### src/rtl/tmds_decoder.sv
// TMDS receiver: per-channel bit-slip word alignment on control tokens, then 8b/10b data decode
// into r/g/b/de/hsync/vsync with a two-register pipeline.
module tmds_decoder #(
  parameter int unsigned LOCK_RUN     = 16,
  parameter int unsigned SLIP_TIMEOUT = 2048,
  parameter int unsigned LOSS_TIMEOUT = 4096
) (
  input  logic        clk_pix,
  input  logic        rst_pix,
  input  logic [29:0] tmds_in,
  output logic [7:0]  r,
  output logic [7:0]  g,
  output logic [7:0]  b,
  output logic        de,
  output logic        hsync,
  output logic        vsync,
  output logic        locked,
  output logic [2:0]  ch_locked,
  output logic [11:0] slip_offset
);

  localparam int unsigned RunW   = $clog2(LOCK_RUN + 1);
  localparam int unsigned TimeMx = (SLIP_TIMEOUT > LOSS_TIMEOUT) ? SLIP_TIMEOUT : LOSS_TIMEOUT;
  localparam int unsigned TimerW = $clog2(TimeMx + 1);

  typedef enum logic {StSearch, StLocked} ch_state_e;

  logic [9:0]        prev_q  [3];
  logic [3:0]        offset_q[3];
  ch_state_e         state_q [3];
  logic [RunW-1:0]   run_q   [3];
  logic [TimerW-1:0] timer_q [3];

  logic [9:0]        win      [3];
  logic              is_ctrl  [3];
  logic [1:0]        ctrl_val [3];
  logic [RunW-1:0]   run_nxt  [3];
  logic [TimerW-1:0] timer_inc[3];
  logic              run_hit  [3];

  logic [7:0] r_q, g_q, b_q;
  logic       de_q, hsync_q, vsync_q;
  logic       all_data;

  function automatic logic [7:0] tmds_data(input logic [9:0] q);
    logic [7:0] d;
    logic [7:0] o;
    d    = q[9] ? ~q[7:0] : q[7:0];
    o    = '0;
    o[0] = d[0];
    for (int i = 1; i < 8; i++) begin
      o[i] = q[8] ? (d[i] ^ d[i-1]) : ~(d[i] ^ d[i-1]);
    end
    return o;
  endfunction

  always_comb begin
    for (int c = 0; c < 3; c++) begin
      // Previous word sits in the low half, so offset 0 selects the previous word.
      win[c] = 10'({tmds_in[10*c +: 10], prev_q[c]} >> offset_q[c]);
      is_ctrl[c]  = 1'b1;
      ctrl_val[c] = 2'b00;
      case (win[c])
        10'b1101010100: ctrl_val[c] = 2'b00;
        10'b0010101011: ctrl_val[c] = 2'b01;
        10'b0101010100: ctrl_val[c] = 2'b10;
        10'b1010101011: ctrl_val[c] = 2'b11;
        default:        is_ctrl[c]  = 1'b0;
      endcase
      run_nxt[c]   = !is_ctrl[c] ? '0 :
                     (run_q[c] == RunW'(LOCK_RUN)) ? run_q[c] : run_q[c] + 1'b1;
      timer_inc[c] = (&timer_q[c]) ? timer_q[c] : timer_q[c] + 1'b1;
      run_hit[c]   = (run_nxt[c] == RunW'(LOCK_RUN));
    end
  end

  always_ff @(posedge clk_pix or posedge rst_pix) begin
    if (rst_pix) begin
      for (int c = 0; c < 3; c++) begin
        prev_q[c]   <= '0;
        offset_q[c] <= '0;
        state_q[c]  <= StSearch;
        run_q[c]    <= '0;
        timer_q[c]  <= '0;
      end
    end else begin
      for (int c = 0; c < 3; c++) begin
        prev_q[c] <= tmds_in[10*c +: 10];
        case (state_q[c])
          StSearch: begin
            if (run_hit[c]) begin
              state_q[c] <= StLocked;
              run_q[c]   <= '0;
              timer_q[c] <= '0;
            end else if (timer_inc[c] == TimerW'(SLIP_TIMEOUT)) begin
              offset_q[c] <= (offset_q[c] == 4'd9) ? 4'd0 : offset_q[c] + 4'd1;
              run_q[c]    <= '0;
              timer_q[c]  <= '0;
            end else begin
              run_q[c]   <= run_nxt[c];
              timer_q[c] <= timer_inc[c];
            end
          end
          StLocked: begin
            if (!run_hit[c] && timer_inc[c] == TimerW'(LOSS_TIMEOUT)) begin
              state_q[c] <= StSearch;
              run_q[c]   <= '0;
              timer_q[c] <= '0;
            end else begin
              run_q[c]   <= run_nxt[c];
              timer_q[c] <= run_hit[c] ? '0 : timer_inc[c];
            end
          end
          default: state_q[c] <= StSearch;
        endcase
      end
    end
  end

  always_comb begin
    for (int c = 0; c < 3; c++) begin
      ch_locked[c] = (state_q[c] == StLocked);
    end
  end

  assign locked      = &ch_locked;
  assign slip_offset = {offset_q[2], offset_q[1], offset_q[0]};
  assign all_data    = !is_ctrl[0] && !is_ctrl[1] && !is_ctrl[2];

  always_ff @(posedge clk_pix or posedge rst_pix) begin
    if (rst_pix) begin
      r_q     <= '0;
      g_q     <= '0;
      b_q     <= '0;
      de_q    <= 1'b0;
      hsync_q <= 1'b0;
      vsync_q <= 1'b0;
    end else if (!locked) begin
      r_q     <= '0;
      g_q     <= '0;
      b_q     <= '0;
      de_q    <= 1'b0;
      hsync_q <= 1'b0;
      vsync_q <= 1'b0;
    end else begin
      de_q <= all_data;
      r_q  <= all_data ? tmds_data(win[2]) : 8'h00;
      g_q  <= all_data ? tmds_data(win[1]) : 8'h00;
      b_q  <= all_data ? tmds_data(win[0]) : 8'h00;
      if (is_ctrl[0]) begin
        hsync_q <= ctrl_val[0][0];
        vsync_q <= ctrl_val[0][1];
      end
    end
  end

  // Gate with the live lock state so a loss of lock blanks outputs in the same cycle.
  assign r     = r_q & {8{locked}};
  assign g     = g_q & {8{locked}};
  assign b     = b_q & {8{locked}};
  assign de    = de_q & locked;
  assign hsync = hsync_q & locked;
  assign vsync = vsync_q & locked;

endmodule

### config.mk
export PLATFORM = sky130hd
export DESIGN_NAME = tmds_decoder
export DESIGN_NICKNAME = d
export VERILOG_FILES = /design/src/rtl/tmds_decoder.sv
export SDC_FILE = /design/constraint.sdc
export NUM_CORES = 1
export LEC_CHECK = 0
export CAP_MARGIN = 20
export CORE_MARGIN = 2
export CORE_UTILIZATION = 46
export CTS_CLUSTER_DIAMETER = 50
export DETAILED_ROUTE_END_ITERATION = 10
export MAX_ROUTING_LAYER = met4
export PLACE_DENSITY_LB_ADDON = 0.15
export REMOVE_ABC_BUFFERS = 1
export SLEW_MARGIN = 20
export SYNTH_ARGS = -nofsm -noshare
export SYNTH_HDL_FRONTEND = slang
export SYNTH_SLANG_ARGS = --single-unit
### constraint.sdc
create_clock -name clk_pix -period 4.9 [get_ports clk_pix]
set_clock_uncertainty 0.05 [all_clocks]
set_input_delay 0.98 -clock clk_pix [delete_from_list [all_inputs] [get_ports clk_pix]]
set_output_delay 0.98 -clock clk_pix [all_outputs]
set_load 0.05 [all_outputs]
==> summary.txt, run 1 <==
Worst setup path
  – CP max FO: 28
  – Critical path cell sequence: nand3_1, inv_1, and2_1, clkdlybuf4s50_1
  – Classification of the worst setup path: reg2out
  – Worst setup SP type: register
  – Longest individual stage delay on the worst path: 0.81 ns
  – Crit-path slowest cell: sky130_fd_sc_hd__clkdlybuf4s50_1
  – Arrival time of the worst setup path: about 2.9 ns
  – Required time of the critical path: 3.87 ns
  – Critical path endpoint category: output port

Synth
  – Share of the yosys chip area belonging to registers: 0.352
  – Number of distinct standard cells referenced by the synthesized netlist: 66
  – Main flop type after synthesis: sky130_fd_sc_hd__dfrtp_1
  – Number of enable-type register cells in the synthesized netlist: 0
  – Area of the mapped netlist: 0.00897 mm2
  – Main area contributors after synthesis: sky130_fd_sc_hd__dfrtp_1, sky130_fd_sc_hd__mux4_2, sky130_fd_sc_hd__mux2i_1
  – Number of synthesized register bits: ~130
  – Yosys warnings: 0
  – Number of instances in the synthesized netlist: around 920
  – Share of flip-flops with an asynchronous set or reset after synthesis: 1.00
  – Avg Inst Size Synth: approximately 9.8 um2
  – Fraction of post-synthesis cell area in the top cell type by area: 0.352
  – Biggest area consumer among synthesized cells: sky130_fd_sc_hd__dfrtp_1

Drt
  – Via count: 6981
  – Count of nets left with antenna violations after detail routing: 0
  – Post-detailed-route DRC marker count: 0
  – DR vias/cell: roughly 5.6
  – Number of DRC markers in iteration 0: 478
  – Routed wirelength normalized by instance count: 15.7 um
  – Drt total wl: ~20000 um
  – DR pass1 iterations: 5

Global route
  – Maximum number of pins on one net before global-route repair: 64
  – Aggregate global routing overflow: 0
  – First-pass GRT wire length: 33200 um
  – Global routing usage on met2: 0.313
  – Layer carrying the most global-route usage: met2
  – Global-route track usage on met1: 0.288
  – GR met3 Demand/Resource: 0.0427
  – Number of global-route vias before repair: 6577
  – Overall track demand over capacity in global routing: 0.208
  – Number of antenna violations at the first check in global routing: 0

STA
  – Crit path setup slack, layout: roughly 0.94 ns
  – Time the final worst path needs with I/O delays and setup: 3.96 ns
  – Final count of pins violating max slew: 0
  – Setup total negative slack: 0 ns
  – Post-route fraction of the period consumed by the critical path: 0.807
  – Slew margin rel.: 0.330
  – Unrepaired setup endpoints after global routing: no
  – Hold violation count in the final report: 0
  – Actual transition at the worst max-transition pin: ~1 ns
  – Maximum clock frequency: 253 MHz
  – Final setup fails: 0

Floorplanning
  – Full die area: 0.0206 mm2
  – Core region area: 0.0193 mm2
  – Placement Rows: 51
  – Y dimension of the die: around 140 um
  – Effective utilization at floorplan: 0.465
  – Die width: 144 um
  – Io pins: 75

Clocking
  – Clock transition at the registers of the reported paths: about 0.050 ns
  – Max clock buf depth: 2
  – Root buffer cell: sky130_fd_sc_hd__clkbuf_16
  – Number of buffers added to fix hold violations after cts: 0
  – CTS H-tree depth: 4
  – Clock net sink count: 126
  – Worst-Skew Late Latency: 0.42 ns
  – Post-cts repair resize count: 0
  – TritonCTS clock tree: built
  – Post-CTS setup-driven buffer insertion count: 0
  – Total clock buffers created by CTS: 17

Placed design
  – Gpl congestion: 0.859
  – Final HPWL DP: 14400 um
  – Cell total after placement: 1223
  – Worst slack, placed: 0.595 ns
  – Total of buffers placed on input and output ports: 74

Status
  – Run status: completed

Cells and area
  – Final #Nets: around 1000
  – Synth-to-layout area growth: 17.5%
  – Final design utilization: 0.547
  – Fillers: around 1800
  – Number of diodes added for antenna fixing: 0
  – Non-filler cells, final: 1253
  – Ratio of cells with drive above 1 in the final layout: 0.121

Power
  – Static leakage: 0.00430 uW
  – Switch Pwr: 554 uW
  – Clock power frac: 0.493
  – Maximum VDD drop: 0.243 mV
  – Combinational Power Share: 0.079
  – Part of the total power dissipated in sequential elements: 0.428
  – Switching fraction of total power: 0.223
  – Power per cell area: 236 mW/mm2
  – Internal portion of total power: 1930 uW

Flow run
  – Max-cap viol count: 0

Hold path
  – Type of the worst min-delay path: reg2reg
synth_stat cells, types with 5 or more instances:
| cell type | n |
|---|---|
| sky130_fd_sc_hd__mux2_2 | 15 |
| sky130_fd_sc_hd__clkbuf_1 | 39 |
| sky130_fd_sc_hd__and2_1 | 35 |
| sky130_fd_sc_hd__and3_1 | 12 |
| sky130_fd_sc_hd__buf_1 | 6 |
| sky130_fd_sc_hd__ha_1 | 33 |
| sky130_fd_sc_hd__a31oi_1 | 9 |
| sky130_fd_sc_hd__o2bb2ai_1 | 6 |
| sky130_fd_sc_hd__nand2b_1 | 7 |
| sky130_fd_sc_hd__a211oi_1 | 15 |
| sky130_fd_sc_hd__inv_1 | 44 |
| sky130_fd_sc_hd__nor3b_1 | 6 |
| sky130_fd_sc_hd__nor4_1 | 10 |
| sky130_fd_sc_hd__dfrtp_1 | 126 |
| sky130_fd_sc_hd__nand2_1 | 52 |
| sky130_fd_sc_hd__nor2_1 | 98 |
| sky130_fd_sc_hd__xor2_1 | 23 |
| sky130_fd_sc_hd__nor3_1 | 25 |
| sky130_fd_sc_hd__o21ai_0 | 32 |
| sky130_fd_sc_hd__mux2i_1 | 50 |
| sky130_fd_sc_hd__nand4_1 | 18 |
| sky130_fd_sc_hd__a21oi_1 | 33 |
| sky130_fd_sc_hd__or3_1 | 7 |
| sky130_fd_sc_hd__and4_1 | 9 |
| sky130_fd_sc_hd__o31ai_1 | 5 |
| sky130_fd_sc_hd__xnor2_1 | 40 |
| sky130_fd_sc_hd__nand3_1 | 31 |
| sky130_fd_sc_hd__nor2b_1 | 9 |
| sky130_fd_sc_hd__mux4_2 | 46 |
metrics by stage:
step	cell area, um2	hold WS, ns	total power [uW]
5_1_grt	10500	0.558	2590
2_1_floorplan	8780	0.446	1210
3_5_place_dp	9970	0.499	1280
4_1_cts	10500	0.511	2520
6_report	10500	0.518	2490
3_3_place_gp	9970	0.493	1280
state kept, by name, summed over array words and instances (netlist names):
register     cells
b_q              8
ch_locked        3
de_q             1
g_q              8
hsync_q          1
prev_q          30
r_q              8
run_q           15
slip_offset     12
timer_q         39
vsync_q          1
worst max-delay path, delay by kind of cell (launching register included):
family | cells | cell delay, ns
DFF | 1 | 0.50
buffers and inverters | 2 | 1.53
and+or+nand+nor | 2 | 0.49
metal layers:
layer	up-vias	wire (um)	part of all wire
met3	18	807	0.041
li1	3452	-	-
met5	-	0	0
met1	3379	9500	0.48
met2	132	9090	0.46
met4	0	255	0.013
layout make-up:
type	instances	area, um2	share of cell area
Clock buffer	24	482	0.0457
Sequential cell	126	3150	0.299
Clock inverter	6	85.1	0.00808
Timing Repair Buffer	87	851	0.0808
Multi-Input combinational cell	696	5450	0.517
Tap cell	265	332	0.0315
Inverter	49	186	0.0177
logic make-up after synthesis:
kind of cell,after synthesis,synth area share
adder cells (fa/ha/maj),33,0.0460
XOR/XNOR,63,0.0615
multiplexers,114,0.194
flip-flops,126,0.352
AND/OR/NAND/NOR,347,0.203
buffers and inverters,96,0.0412
AO/OA/AOI/OAI,139,0.103
worst paths after layout:
path / startpoint / end / slack, ns / depth (start not counted)
max: ch_locked[2] / b[5] / 0.94 / 4
min: timer_q[14] / timer_q[14] / 0.52 / 2
max reg2reg: slip_offset[5] / timer_q[13] / 1.03 / 11
min reg2reg: timer_q[14] / timer_q[14] / 0.52 / 2
max in group asynchronous: rst_pix / g_q[6] / 2.94 / 3
min in group asynchronous: rst_pix / b_q[6] / 1.03 / 2
power groups by stage:
stage / Sequential (uW) / Combinational, uW / Clock (uW)
finish: 1060 / 197 / 1230
floorplan: 1080 / 130 / 0
global route: 1070 / 220 / 1310
CTS: 1060 / 200 / 1260
global placement: 1080 / 199 / 0
detailed placement: 1080 / 198 / 0
cells in the final DEF (no fill, tap or decap), drive strengths merged, types with 5 or more instances in the layout:
master           n
clkdlybuf4s50   74
nor3            25
buf             13
nand3           31
ha              33
nor2b           10
and2            36
xnor2           40
nor2            98
nor3b            6
mux4            46
o21ai           37
a21oi           33
mux2            18
nand2           52
xor2            23
nand4           18
dfrtp          126
and4             9
a31oi            9
nand2b           7
nor4            10
mux2i           50
a211oi          15
clkbuf          24
inv             47
or3              7
o2bb2ai          7
o31ai            5
and3            12
No activity file was read; power rests on OpenSTA's default activity.
==> inputs of run 2 (changes only) <==
==> constraint.sdc (replaced) <==
create_clock -name clk_pix -period 3.5 [get_ports clk_pix]
set_clock_uncertainty 0.05 [all_clocks]
set_input_delay 0.7 -clock clk_pix [delete_from_list [all_inputs] [get_ports clk_pix]]
set_output_delay 0.7 -clock clk_pix [all_outputs]
set_load 0.05 [all_outputs]
==> run 2 against run 1 <==
Flip-flop and latch count is the same. Design area grew 6.7%. Utilization grew 3.6 points. Global-route usage grew 0.31 points. Total power grew 48%. Register-to-register slack lost 0.83 ns. Worst setup slack lost 0.87 ns. Clock-buffer cell count shrank 6.
==> summary.txt, run 2 (synthesis results as in run 1) <==
Status
  – Run status: completed

Worst setup path
  – Crit-path slowest cell: sky130_fd_sc_hd__mux4_2
  – Longest individual stage delay on the worst path: 0.53 ns (-0.28 ns)
  – RR Startpoint: slip_offset[4]
  – Most used cell along the critical path: sky130_fd_sc_hd__mux4_2
  – R2R Setup Slk: 0.20 ns (-0.83 ns)
  – First element of the critical path: tmds_in[7]
  – Classification of the worst setup path: in2reg
  – Arrival time of the worst setup path: 3.71 ns (+0.78 ns)
  – Worst reg2reg endpoint: slip_offset[6]
  – CP max FO: 5 (-82%)
  – Critical path endpoint category: register
  – Depth of the worst register-to-register path: 9 (-2)
  – Critical path cell sequence: clkdlybuf4s50_1, mux4_2, mux4_2, ha_1, nand4_1, a211o_1, a211oi_2, or4_4, o41ai_2, o2bb2ai_1
  – Required time of the critical path: 3.78 ns (-0.09 ns)
  – Worst setup SP type: input pin

Global route
  – Aggregate global routing overflow: 0 (unchanged)
  – First-pass GRT wire length: 33900 um (+1.8%)
  – Maximum number of pins on one net before global-route repair: 73 (+14%)
  – Overall track demand over capacity in global routing: 0.211 (+0.00314)
  – Number of global-route vias before repair: 6866 (+4.4%)
  – Number of antenna violations at the first check in global routing: 0 (unchanged)

STA
  – Final setup fails: 0 (unchanged)
  – Hold violation count in the final report: 0 (unchanged)
  – Unrepaired setup endpoints after global routing: yes
  – Post-route fraction of the period consumed by the critical path: 0.977
  – Actual transition at the worst max-transition pin: 0.861 ns (-0.136 ns)
  – Slew margin rel.: 0.421 (+0.0907)
  – Time the final worst path needs with I/O delays and setup: between 3 and 4 ns
  – Final count of pins violating max slew: 0 (unchanged)
  – Maximum clock frequency: between 200 and 300 MHz
  – Setup total negative slack: 0 ns (unchanged)

Clocking
  – Clock net sink count: 126 (unchanged)
  – Total clock buffers created by CTS: 17 (unchanged)
  – Worst-Skew Late Latency: 0.42 ns (about the same)
  – Number of buffers added to fix hold violations after cts: 0 (unchanged)
  – Root buffer cell: sky130_fd_sc_hd__clkbuf_16
  – Post-CTS setup-driven buffer insertion count: 0 (unchanged)
  – Clock transition at the registers of the reported paths: 0.06 ns (about the same)
  – TritonCTS clock tree: built
  – CTS H-tree depth: 4 (unchanged)
  – Max clock buf depth: 2 (unchanged)

Floorplanning
  – Core region area: 0.0193 mm2 (unchanged)
  – Y dimension of the die: 144 um (unchanged)
  – Full die area: 0.0206 mm2 (unchanged)
  – Io pins: 75 (unchanged)
  – Effective utilization at floorplan: 0.465 (unchanged)
  – Die width: 144 um (unchanged)
  – Placement Rows: 51 (unchanged)

Cells and area
  – Number of diodes added for antenna fixing: 0 (unchanged)
  – Non-filler cells, final: 1324 (+5.7%)
  – Final design utilization: 0.583 (+0.0365)
  – Largest registers in the final layout: timer_q x39, prev_q x30, run_q x15
  – Most common cell after layout, fill and taps aside: sky130_fd_sc_hd__dfrtp_1
  – Storage cell area: 0.00315 mm2 (about the same)
  – Synth-to-layout area growth: 25.3%
  – Final #Nets: 1111 (+6.6%)
  – Most used cells in the layout excluding fill and tap cells: sky130_fd_sc_hd__dfrtp_1, sky130_fd_sc_hd__nor2_1, sky130_fd_sc_hd__buf_4
  – Number of flip-flops under the largest register name: 39 (unchanged)
  – Ratio of cells with drive above 1 in the final layout: 0.191 (+0.0693)
  – Fillers: 1704 (-3.7%)
  – Register name with the most flops: timer_q
  – Multi-input logic area: 0.00548 mm2 (+0.53%)

Hold path
  – Hold Path Depth: 1 (-1)
  – Hold path startpoint: tmds_in[6]
  – Endpoint of the worst hold path: prev_q[26]
  – Type of the worst min-delay path: in2reg

Placed design
  – Gpl congestion: 0.855 (-0.45%)
  – Total of buffers placed on input and output ports: 74 (unchanged)
  – Final HPWL DP: 14700 um (+2.4%)
  – Cell total after placement: 1292 (+5.6%)

Drt
  – DR vias/cell: 5.53 (-0.78%)
  – Via count: 7319 (+4.8%)
  – Number of DRC markers in iteration 0: 323 (-32%)
  – Count of nets left with antenna violations after detail routing: 0 (unchanged)
  – Drt total wl: 20200 um (+2.7%)
  – Routed wirelength normalized by instance count: 15.2 um (-2.9%)
  – Post-detailed-route DRC marker count: 0 (unchanged)
  – DR pass1 iterations: 4 (-1)

Power
  – Static leakage: 0.00490 uW (+14%)
  – Total design power: 3680 uW (+48%)
  – Power per cell area: 328 mW/mm2 (+39%)
  – Maximum VDD drop: 0.309 mV (+27%)

Flow run
  – Max-cap viol count: 0 (unchanged)
[run 2: cell count changes in the layout (fill, tap and decap cells not counted), moves of 2 or more]
cell | before | now
sky130_fd_sc_hd__buf_12 | 1 | 5
sky130_fd_sc_hd__buf_4 | 12 | 77
sky130_fd_sc_hd__bufinv_16 | 2 | 4
sky130_fd_sc_hd__clkbuf_1 | 4 | 0
sky130_fd_sc_hd__clkbuf_8 | 3 | 1
sky130_fd_sc_hd__clkdlybuf4s50_1 | 74 | 58
sky130_fd_sc_hd__clkinv_4 | 0 | 2
sky130_fd_sc_hd__clkinvlp_4 | 2 | 6
sky130_fd_sc_hd__dlymetal6s2s_1 | 0 | 16
[run 2: stage by stage]
stage	hold WS, ns	setup slack [ns]	cell area (um2)
after floorplan	0.446	-0.913	8780
after CTS	0.494	0.0172	11200
after global placement	0.492	-0.382	10500
after detailed placement	0.493	-0.455	10500
final	0.467	0.0791	11200
after global routing	0.456	-0.0537	11200
[run 2: worst max-delay path, delay by kind of cell]
kind / cells / cell delay [ns]
mux: 2 / 1.03
compound gates: 4 / 0.70
simple gates: 2 / 0.58
buf+inv: 1 / 0.48
fa+ha+maj: 1 / 0.21
[run 2: timing repair]
action	in CTS	in global routing
gates resized for setup	2	23
cloned	0	0
setup endpoints to repair	1	50
[run 2: power breakdown]
| part | internal (uW) | switching, uW | total (uW) |
|---|---|---|---|
| Clock | 1210 | 669 | 1880 |
| Combinational | 169 | 148 | 316 |
| Sequential | 1480 | 14.5 | 1490 |
[run 2: how the worst max path moves through the flow]
| stage | endpoint | cells past startpoint | slack (ns) |
|---|---|---|---|
| floorplan | slip_offset[3] | 12 | -0.91 |
| global placement | slip_offset[3] | 10 | -0.38 |
| detailed placement | slip_offset[3] | 10 | -0.46 |
| CTS | slip_offset[3] | 10 | 0.02 |
| global route | slip_offset[3] | 10 | -0.05 |
| finish | slip_offset[3] | 10 | 0.08 |
[run 2: metal layers]
layer | global-route usage | vias up | part of all wire
met4 | 0.0562 | 0 | 0.012
li1 | - | 3589 | -
met2 | 0.331 | 122 | 0.48
met3 | 0.0323 | 20 | 0.030
met5 | - | - | 0
met1 | 0.288 | 3588 | 0.48
[run 2: area by class of cell]
type	count	share of cell area
multi-input combinational	696	0.487
sequential	126	0.281
timing repair buffer	156	0.130
clock buffer	18	0.0391
tap	265	0.0295
clock inverter	14	0.0171
inverter	49	0.0166
